==> src/rtl/uart_tx_arbiter_if.sv <==
// Signal bundle between the two TX byte FIFOs, the arbiter and the UART serializer.
`timescale 1ns/1ps
interface uart_tx_arbiter_if #(
    parameter int WIDTH     = 8,
    parameter int MAX_BURST = 4
);
    localparam int CW = $clog2(MAX_BURST + 1);

    // Handshakes: fi_rd_en pops one word and is only raised while !fi_empty;
    // tx_start is a one-cycle pulse issued only while tx_busy = 0, tx_data is
    // held from tx_start until the matching one-cycle tx_done pulse.
    logic             en;
    logic [1:0]       ch_en;
    logic             f0_empty;
    logic [WIDTH-1:0] f0_data;
    logic             f0_rd_en;
    logic             f1_empty;
    logic [WIDTH-1:0] f1_data;
    logic             f1_rd_en;
    logic             tx_busy;
    logic             tx_done;
    logic             tx_start;
    logic [WIDTH-1:0] tx_data;
    logic [1:0]       grant;
    logic             active;
    logic [CW-1:0]    burst_cnt;
    logic [2:0]       state;

    modport master (
        input  en, ch_en, f0_empty, f0_data, f1_empty, f1_data, tx_busy, tx_done,
        output f0_rd_en, f1_rd_en, tx_start, tx_data, grant, active, burst_cnt, state
    );

    modport slave (
        output en, ch_en, f0_empty, f0_data, f1_empty, f1_data, tx_busy, tx_done,
        input  f0_rd_en, f1_rd_en, tx_start, tx_data, grant, active, burst_cnt, state
    );
endinterface

==> src/rtl/uart_tx_arbiter.sv <==
// Round-robin arbiter sharing one UART transmitter between two byte FIFOs,
// with a per-grant burst limit and start/done sequencing.
`timescale 1ns/1ps
module uart_tx_arbiter #(
    parameter int WIDTH     = 8,
    parameter int MAX_BURST = 4
) (
    input logic              clk,
    input logic              rst,
    uart_tx_arbiter_if.master bus
);
    localparam int CW = $clog2(MAX_BURST + 1);

    typedef enum logic [2:0] {
        S_IDLE   = 3'd0,
        S_SETTLE = 3'd1,
        S_LOAD   = 3'd2,
        S_SEND   = 3'd3,
        S_WAIT   = 3'd4
    } state_t;

    state_t           state, state_n;
    logic [1:0]       grant, grant_n;
    logic             ptr, ptr_n;
    logic [CW-1:0]    burst_cnt, burst_n;
    logic [WIDTH-1:0] tx_data, tx_data_n;
    logic [CW-1:0]    cnt_inc;
    logic             elig0, elig1, granted_elig;

    assign elig0        = bus.en && bus.ch_en[0] && !bus.f0_empty;
    assign elig1        = bus.en && bus.ch_en[1] && !bus.f1_empty;
    assign granted_elig = grant[1] ? elig1 : elig0;
    assign cnt_inc      = burst_cnt + CW'(1);

    always_ff @(posedge clk) begin
        if (rst) begin
            state     <= S_IDLE;
            grant     <= 2'b00;
            ptr       <= 1'b0;
            burst_cnt <= '0;
            tx_data   <= '0;
        end else begin
            state     <= state_n;
            grant     <= grant_n;
            ptr       <= ptr_n;
            burst_cnt <= burst_n;
            tx_data   <= tx_data_n;
        end
    end

    always_comb begin
        state_n   = state;
        grant_n   = grant;
        ptr_n     = ptr;
        burst_n   = burst_cnt;
        tx_data_n = tx_data;
        case (state)
            S_IDLE: begin
                if (elig0 || elig1) begin
                    state_n = S_SETTLE;
                    burst_n = '0;
                    if (elig0 && elig1) grant_n = ptr ? 2'b10 : 2'b01;
                    else                grant_n = elig0 ? 2'b01 : 2'b10;
                end
            end
            S_SETTLE: state_n = S_LOAD;
            S_LOAD: begin
                tx_data_n = grant[1] ? bus.f1_data : bus.f0_data;
                state_n   = S_SEND;
            end
            S_SEND: begin
                if (!bus.tx_busy) state_n = S_WAIT;
            end
            S_WAIT: begin
                if (bus.tx_done) begin
                    burst_n = cnt_inc;
                    // The count never passes MAX_BURST because the grant ends there.
                    if (cnt_inc < CW'(MAX_BURST) && granted_elig) begin
                        state_n = S_SETTLE;
                    end else begin
                        state_n = S_IDLE;
                        grant_n = 2'b00;
                        ptr_n   = !grant[1];
                    end
                end
            end
            default: state_n = S_IDLE;
        endcase
    end

    // Strobes are masked by rst so nothing pops or starts in a reset cycle.
    always_comb begin
        bus.f0_rd_en = 1'b0;
        bus.f1_rd_en = 1'b0;
        bus.tx_start = 1'b0;
        bus.active   = (state != S_IDLE);
        if (!rst) begin
            bus.f0_rd_en = (state == S_LOAD) && grant[0];
            bus.f1_rd_en = (state == S_LOAD) && grant[1];
            bus.tx_start = (state == S_SEND) && !bus.tx_busy;
        end
    end

    assign bus.grant     = grant;
    assign bus.burst_cnt = burst_cnt;
    assign bus.tx_data   = tx_data;
    assign bus.state     = state;
endmodule

==> src/flat_wrapper.sv <==
// flat-port wrapper written by rule: the top's interface ports become plain ports
module uart_tx_arbiter_flat 
#(
    parameter int WIDTH     = 8,
    parameter int MAX_BURST = 4
)
  (clk, rst, bus_en, bus_ch_en, bus_f0_empty, bus_f0_data, bus_f1_empty, bus_f1_data, bus_tx_busy, bus_tx_done, bus_f0_rd_en, bus_f1_rd_en, bus_tx_start, bus_tx_data, bus_grant, bus_active, bus_burst_cnt, bus_state);
  uart_tx_arbiter_if #(.WIDTH(WIDTH), .MAX_BURST(MAX_BURST)) bus_i ();
  input logic clk;
  input logic rst;
  input wire logic [$bits(bus_i.en)-1:0] bus_en;
  input wire logic [$bits(bus_i.ch_en)-1:0] bus_ch_en;
  input wire logic [$bits(bus_i.f0_empty)-1:0] bus_f0_empty;
  input wire logic [$bits(bus_i.f0_data)-1:0] bus_f0_data;
  input wire logic [$bits(bus_i.f1_empty)-1:0] bus_f1_empty;
  input wire logic [$bits(bus_i.f1_data)-1:0] bus_f1_data;
  input wire logic [$bits(bus_i.tx_busy)-1:0] bus_tx_busy;
  input wire logic [$bits(bus_i.tx_done)-1:0] bus_tx_done;
  output wire logic [$bits(bus_i.f0_rd_en)-1:0] bus_f0_rd_en;
  output wire logic [$bits(bus_i.f1_rd_en)-1:0] bus_f1_rd_en;
  output wire logic [$bits(bus_i.tx_start)-1:0] bus_tx_start;
  output wire logic [$bits(bus_i.tx_data)-1:0] bus_tx_data;
  output wire logic [$bits(bus_i.grant)-1:0] bus_grant;
  output wire logic [$bits(bus_i.active)-1:0] bus_active;
  output wire logic [$bits(bus_i.burst_cnt)-1:0] bus_burst_cnt;
  output wire logic [$bits(bus_i.state)-1:0] bus_state;
  assign bus_i.en = bus_en;
  assign bus_i.ch_en = bus_ch_en;
  assign bus_i.f0_empty = bus_f0_empty;
  assign bus_i.f0_data = bus_f0_data;
  assign bus_i.f1_empty = bus_f1_empty;
  assign bus_i.f1_data = bus_f1_data;
  assign bus_i.tx_busy = bus_tx_busy;
  assign bus_i.tx_done = bus_tx_done;
  assign bus_f0_rd_en = bus_i.f0_rd_en;
  assign bus_f1_rd_en = bus_i.f1_rd_en;
  assign bus_tx_start = bus_i.tx_start;
  assign bus_tx_data = bus_i.tx_data;
  assign bus_grant = bus_i.grant;
  assign bus_active = bus_i.active;
  assign bus_burst_cnt = bus_i.burst_cnt;
  assign bus_state = bus_i.state;
  uart_tx_arbiter #(.WIDTH(WIDTH), .MAX_BURST(MAX_BURST)) u_core (.clk(clk), .rst(rst), .bus(bus_i));
endmodule
==> config.mk <==
export PLATFORM = sky130hd
export DESIGN_NAME = uart_tx_arbiter_flat
export DESIGN_NICKNAME = d
export VERILOG_FILES = /design/src/rtl/uart_tx_arbiter_if.sv /design/src/rtl/uart_tx_arbiter.sv /design/src/flat_wrapper.sv
export SDC_FILE = /design/constraint.sdc
export NUM_CORES = 1
export LEC_CHECK = 0
export CORE_MARGIN = 2
export CORE_UTILIZATION = 41
export CTS_BUF_LIST = sky130_fd_sc_hd__clkbuf_8
export CTS_CLUSTER_SIZE = 16
export DETAILED_ROUTE_END_ITERATION = 16
export GPL_TIMING_DRIVEN = 1
export PLACE_DENSITY_LB_ADDON = 0.08
export SLEW_MARGIN = 10
export SYNTH_ARGS = -nofsm -noshare
export SYNTH_HDL_FRONTEND = slang
export SYNTH_SLANG_ARGS = --single-unit
==> constraint.sdc <==
create_clock -name clk -period 1.7 [get_ports clk]
set_input_delay 0.255 -clock clk [delete_from_list [all_inputs] [get_ports clk]]
set_output_delay 0.255 -clock clk [all_outputs]
set_load 0.05 [all_outputs]
## Word level (Yosys, flattened, before mapping)

Cells that the tools add are included.

- $add $sub $neg: 1
- Magnitude comparators: 1
- Eq/ne operators: 8
- Mux-type cells: 20
- Bitwise gates (word level): 1
- Reductions and logical operators: 21

Operators with widths:

| kind | count |
|---|---|
| $mux W3 | 5 |
| $pmux W3 S5 | 1 |
| $mux W2 | 6 |
| $logic_and A1 B1 Y1 | 9 |
| $reduce_and A3 Y1 | 3 |
| $mux W8 | 1 |
| $eq A3 B2 Y1 const B | 2 |
| $ne A2 B2 Y1 const B | 3 |
| $pmux W3 S2 | 1 |
| $mux W1 | 5 |
| $logic_not A1 Y1 | 4 |
| $pmux W2 S2 | 1 |
| $reduce_and A4 Y1 | 1 |
| $add A3 B1 Y3 const B | 1 |
| $eq A3 B1 Y1 const B | 1 |
| $eq A3 B3 Y1 const B | 1 |
| $logic_not A3 Y1 | 1 |
| $lt A3 B3 Y1 const B | 1 |
| $reduce_bool A3 Y1 | 1 |
| $ne A2 B1 Y1 const B | 1 |
| $reduce_bool A2 Y1 | 1 |
| $logic_or A1 B1 Y1 | 1 |
| $not A1 Y1 | 1 |

- Bits in registers: 17
- Input bits: 25
- Logic and storage cells: 57

## Depth between registers and ports, before layout

Gate-level depths: netlist (run 1).

- Word-level depth: 7
- Depth in mapped cells: 5
- Gate-level depth less buffers: 5

## Least setup slack after synthesis (run 1)

No wires, ideal clock.

- Path type: register to output
- From: register u_core.state[1], in the netlist u_core.bus.state[1]
- To: output port bus_f1_rd_en
- Arrival: 2.029 ns
- Slack: -0.584 ns
- Stages on the path, launching flop included: 4
- Buffers on the path: 1
- Cell sequence: dfxtp_1 > nor3b_4 > buf_6 > nor3b_2

- Cells in the longest elaborated chain, start to end: 3

RTL lines:

| item | line | text |
|---|---|---|
| start: declaration | uart_tx_arbiter.sv:22 | `state_t state, state_n;` |
| start signal: assignment | uart_tx_arbiter.sv:43 | `state <= state_n;` |
| $eq A3 B2 Y1 | uart_tx_arbiter.sv:99 | `bus.f1_rd_en = (state == S_LOAD) && grant[1];` |
| $logic_and A1 B1 Y1 | uart_tx_arbiter.sv:99 |  |
| $mux W1 | uart_tx_arbiter.sv:97 | `if (!rst) begin` |
| end: declaration | flat_wrapper.sv:20 | `output wire logic [$bits(bus_i.f1_rd_en)-1:0] bus_f1_rd_en;` |

No other way between the ends.

## Worst setup path in the final report (run 1)

Ends and elaborated chain as after synthesis.

==> qor.yml, run 1 <==
synthAdderAreaFrac_pct: 1.41
antenna_found_initial: 0
ios: 45
final_common_cell: "clkdlybuf4s50_1"
clk_pin_slew_ns: 0.07
nNetsFinal: 171
synth_area_sq_um: 887
final_cell_mix: "clkdlybuf4s50_1, buf_4, dfxtp_1"
dieArea_sq_um: 2550
slew_headroom_pct: 76.7
critPathCaptureType: "primary output"
antenna_cells: 0
ctsResizeCount: 0
p_leak_nw: 0.561
fillers: 162
fin_crit_sh_pct: 95.4
status: "finished clean"
insertion_delay_ns: 0.25
fmax_mhz: 616
multiInputGateArea_sq_um: 522
drv_slew: 0
grt_pass1_wl_um: 3580
synthArstFlopShare_pct: 0
ys_warn_count: 0
synth_top_family_by_area: "simple AND/OR/NAND/NOR gates"
dr_total_vias: 892
irDropWorstVdd_mv: 0.440
ctsHtreeMaxLevel: 1
numCtsBuffers: 3
rows: 16
dpl.hpwl_um: 1730
drt_iter0_markers: 5
postSynthAreaPerCell_sq_um: 9.24
cts_tree: "yes"
yosys_register_bits: 17
finalHoldViolCount: 0
syn_nets: 122
grt_max_degree: 17
power-per-cell-area_nw_per_um2: 862
fp.dieH_um: 50.5
gp_congestion: 0.850
postCtsHoldBufs: 0
rsz0062_at_grt: "no"
worst_slew_pin_slew_ns: 0.341
path_class: "reg2out"
drcViolationCount: 0
postRouteAntennaNets: 0
wire_per_inst_um: 12.8
synth_ff_type: "dfxtp_1"
critPathRequiredTime_ns: 1.44
clock-sinks: 17
synth_compound_area_share_pct: 21.0
crit_arrival_ns: 1.37
pre_cts_slack_ns: -0.0222
initial_core_util_pct: 44.3
synth.area.mux_share_pct: 9.03
path_max_fanout: 8
root_buffer: "clkbuf_8"
grt.total_usage_pct: 18.2
clockBufferDepth: 2
critPathLaunchType: "flop"
port_buffers: 44
area_delta_synth_final_pct: 61.2
overflow: 0
p_total_mw: 1.23
finalCriticalPeriod_ns: 1.62
routed_via_density: 5.22
clock_skew_ns: 0.00149
setup_tns_ns: 0
postSynthCellCount: 96
core_sq_um: 2000
first_pass_iters: 4
cts_setup_buffers: 0
setup_viol: 0
synthXorXnorAreaFrac_pct: 0.987
totalWireLength_um: 2190
grt_pass1_vias: 815
drv_cap: 0
fin_ws_ns: 0.0774
synth-edff-count: 0
synthSimpleGateAreaFrac_pct: 25.2
yosysSeqAreaShare_pct: 38.4
drive_gt1_share_pct: 26.4
die_w_um: 50.5
regArea_sq_um: 348
hold_path_class: "reg2reg"
synthDistinctLibCells: 34
## where the power goes
part           switching [mW]  internal, mW
Sequential             0.0405         0.439
Clock                   0.137         0.160
Combinational           0.272         0.184
Total                   0.449         0.784
## routing by layer
metal	vias to the layer above	global-route usage, %	part of all wire, %	routed length [um]
met3	2	3.57	4.7	103
met4	0	5.41	0.87	19
met2	27	30.3	50	1090
li1	459	-	-	-
met5	-	0	0	0
met1	404	23.9	45	980
## final cells by class
class                   instances  share of cell area, %
multi-input cells              73                   36.5
clock buffers                   3                   2.89
repair buffers                 49                   33.4
flip-flops and latches         17                   24.3
clock inverters                 1                  0.262
well taps                      27                   2.36
inverters                       1                  0.262
## cell usage after synthesis (2+ instances only)
library cell / count / share of area [%]
dfxtp_1: 17 / 38
nor2_1: 11 / 4.7
a211oi_1: 9 / 7.6
mux2i_1: 8 / 9.0
a21oi_1: 6 / 3.4
nor2b_1: 4 / 2.8
o21ai_0: 4 / 2.3
nand2_1: 3 / 1.3
nand3_1: 3 / 1.7
nand3b_1: 3 / 2.5
a311oi_1: 2 / 2.0
and3b_1: 2 / 2.0
nand2b_1: 2 / 1.4
or3_1: 2 / 1.4
## registers in the layout, indices dropped and copies added, names as in the netlist
signal                cells
u_core.bus.burst_cnt      3
u_core.bus.grant          2
u_core.bus.tx_data        8
u_core.bus.state          3
u_core.ptr                1
## kinds of logic (layout without fill, tap and decap cells)
group	Yosys count	in the layout
simple gates	36	36
compound gates	27	27
flops	17	17
mux	8	8
buf+inv	6	54
fa+ha+maj	1	1
xor+xnor	1	1
## path summary, 6_finish.rpt
path	startpoint	endpoint	slack, ns	cells past startpoint
setup reg to reg	u_core.bus.burst_cnt[0]	u_core.ptr	0.27	5
hold reg to reg	u_core.bus.burst_cnt[0]	u_core.bus.burst_cnt[0]	0.50	1
setup / recovery	u_core.bus.state[1]	bus_f1_rd_en	0.08	3
hold / removal	u_core.bus.burst_cnt[0]	u_core.bus.burst_cnt[0]	0.50	1
## critical path, stage by stage (launching register included)
cell     delay (ns)
dfxtp_4        0.40
nor3b_4        0.26
nor3b_4        0.29
buf_12         0.17
## through the flow
step | instances | hold WS, ns | util, % | instance area (sq um)
after floorplan | 96 | 0.434 | - | 905
after global placement | 167 | 0.476 | 69.2 | 1390
after detailed placement | 167 | 0.486 | 69.2 | 1390
after CTS | 171 | 0.496 | 71.4 | 1430
after global routing | 171 | 0.518 | 71.4 | 1430
final | 171 | 0.495 | 71.4 | 1430
Note: power is estimated with default switching activity, not from simulation.
==> run 2: changes to the inputs <==
--- a/config.mk
+++ b/config.mk
@@ -10,8 +10,8 @@
 export CTS_BUF_LIST = sky130_fd_sc_hd__clkbuf_8
 export CTS_CLUSTER_SIZE = 16
 export DETAILED_ROUTE_END_ITERATION = 16
-export GPL_TIMING_DRIVEN = 1
 export PLACE_DENSITY_LB_ADDON = 0.08
+export SETUP_SLACK_MARGIN = 0.2
 export SLEW_MARGIN = 10
 export SYNTH_ARGS = -nofsm -noshare
 export SYNTH_HDL_FRONTEND = slang
==> qor.yml, run 2 (synthesis gave the netlist of run 1 again) <==
critPathLaunchType: "flop"
wire_per_inst_um: 13.5
core_sq_um: 2000
numCtsBuffers: 3
routed_via_density: 5.36
crit_arrival_ns: 1.31
cts_tree: "yes"
antenna_found_initial: 0
postRouteAntennaNets: 0
ctsHtreeMaxLevel: 1
fillers: 155
drive_gt1_share_pct: 34.2
dieArea_sq_um: 2550
p_leak_nw: 0.600
hp-start: "bus_tx_busy"
irDropWorstVdd_mv: 0.677
regMostFlops: "u_core.bus.tx_data"
first_pass_iters: 4
gp_congestion: 0.774
critPathRequiredTime_ns: 1.44
cp_num_buf_inv: 1
clk_pin_slew_ns: 0.07
rows: 16
grt_pass1_wl_um: 3690
final_cell_area_sq_um: 1520
final_cell_mix: "buf_4, clkdlybuf4s50_1, dfxtp_1"
path_common_cell: "nor3b_4"
clockBufferDepth: 2
clock_skew_ns: 0.00739
port_buffers: 44
fmax_mhz: 638
regToRegStartpoint: "u_core.bus.state[2]"
crit_family: "simple AND/OR/NAND/NOR gates"
setup_tns_ns: 0
postCtsHoldBufs: 0
r2r_slack_ns: 0.26
final_common_cell: "buf_4"
finalCriticalPeriod_ns: 1.57
drcViolationCount: 0
finalHoldViolCount: 0
power-per-cell-area_nw_per_um2: 843
area_delta_synth_final_pct: 71.1
grt_max_degree: 17
fp.dieH_um: 50.5
rsz0062_at_grt: "yes"
hold_path_depth: 3
fin_crit_sh_pct: 92.2
clock-sinks: 17
min_to: "u_core.bus.state[1]"
slowest_delay_ns: 0.37
path_class: "reg2out"
path_max_fanout: 5
slowest_stage: "dfxtp_4"
critPathCaptureType: "primary output"
overflow: 0
insertion_delay_ns: 0.25
setup_viol: 0
dpl.hpwl_um: 1730
status: "finished clean"
root_buffer: "clkbuf_8"
reg2reg_to: "u_core.bus.grant[1]"
drv_cap: 0
die_w_um: 50.5
r2r_cells: 6
grt_pass1_vias: 878
drv_slew: 0
worstPathCellList: "nor3b_4 -> nor3b_4 -> buf_12"
totalWireLength_um: 2370
antenna_cells: 0
post_dp_cell_area_sq_um: 1390
slew_headroom_pct: 77.7
instances_no_fill: 176
largest_reg_flops: 8
placed_cells: 167
ios: 45
nNetsFinal: 176
worst_slew_pin_slew_ns: 0.325
grt.total_usage_pct: 18.6
dr_total_vias: 944
top_regs: "u_core.bus.tx_data (8), u_core.bus.burst_cnt (3), u_core.bus.state (3)"
drt_iter0_markers: 12
initial_core_util_pct: 44.3
hold_path_class: "in2reg"
[run 2: cell types whose count changed in the layout (fill, tap and decap cells not counted), sizes merged]
cell / delta
clkinv: +1
inv: -1
dlymetal6s2s: +1
clkdlybuf4s50: -1
buf: +5
[run 2: how the worst max path moves through the flow]
stage / start / cells after the start / endpoint / slack, ns
5_1_grt: u_core.bus.state[0] / 3 / bus_f1_rd_en / 0.07
6_report: u_core.bus.state[0] / 3 / bus_f1_rd_en / 0.13
2_1_floorplan: u_core.bus.state[1] / 3 / bus_f1_rd_en / -0.05
3_3_place_gp: bus_f1_empty / 5 / u_core.ptr / 0.03
4_1_cts: u_core.bus.state[0] / 3 / bus_f1_rd_en / 0.13
3_5_place_dp: bus_f1_empty / 5 / u_core.ptr / -0.005
[run 2: timing repair]
item | CTS | global route
endpoints found under the setup margin | 3 | 7
gates resized for setup | 3 | 7
setup buffers | 4 | 1
pin swaps | 2 | 3
[run 2: final cells by class]
type / instances / area (sq um) / share of cell area (%)
multi-input cells: 73 / 557 / 36.7
repair buffers: 54 / 522 / 34.4
flip-flops and latches: 17 / 355 / 23.4
clock buffers: 3 / 41.3 / 2.72
well taps: 27 / 33.8 / 2.23
clock inverters: 1 / 5.00 / 0.330
inverters: 1 / 3.75 / 0.247
[run 2: metal layers]
metal | global-route usage [%] | wire (um) | part of all wire (%)
met1 | 22.3 | 933 | 39
met2 | 33.6 | 1260 | 53
met3 | 5.36 | 155 | 6.5
met4 | 2.25 | 24 | 1.0
met5 | 0 | 0 | 0
[run 2: where the power goes]
group          leakage, nW  internal [mW]  switching [mW]
registers            0.142          0.439          0.0321
clock network       0.0255          0.163           0.140
logic                0.432          0.211           0.296
[run 2: metrics by stage]
| stage | setup WS, ns | power (mW) | util [%] | hold slack, ns |
|---|---|---|---|---|
| detailed placement | -0.00481 | 0.949 | 69.6 | 0.474 |
| CTS | 0.126 | 1.27 | 73.8 | 0.484 |
| floorplan | -0.0501 | 0.780 | - | 0.434 |
| finish | 0.133 | 1.28 | 75.8 | 0.436 |
| global route | 0.0687 | 1.34 | 75.8 | 0.449 |
| global placement | 0.0332 | 0.940 | 69.6 | 0.442 |
[run 2: tightest hold or removal path: cells and delay by family]
kind	cells	cell delay [ns]
buf+inv	1	0.17
compound gates	1	0.09
simple gates	1	0.13
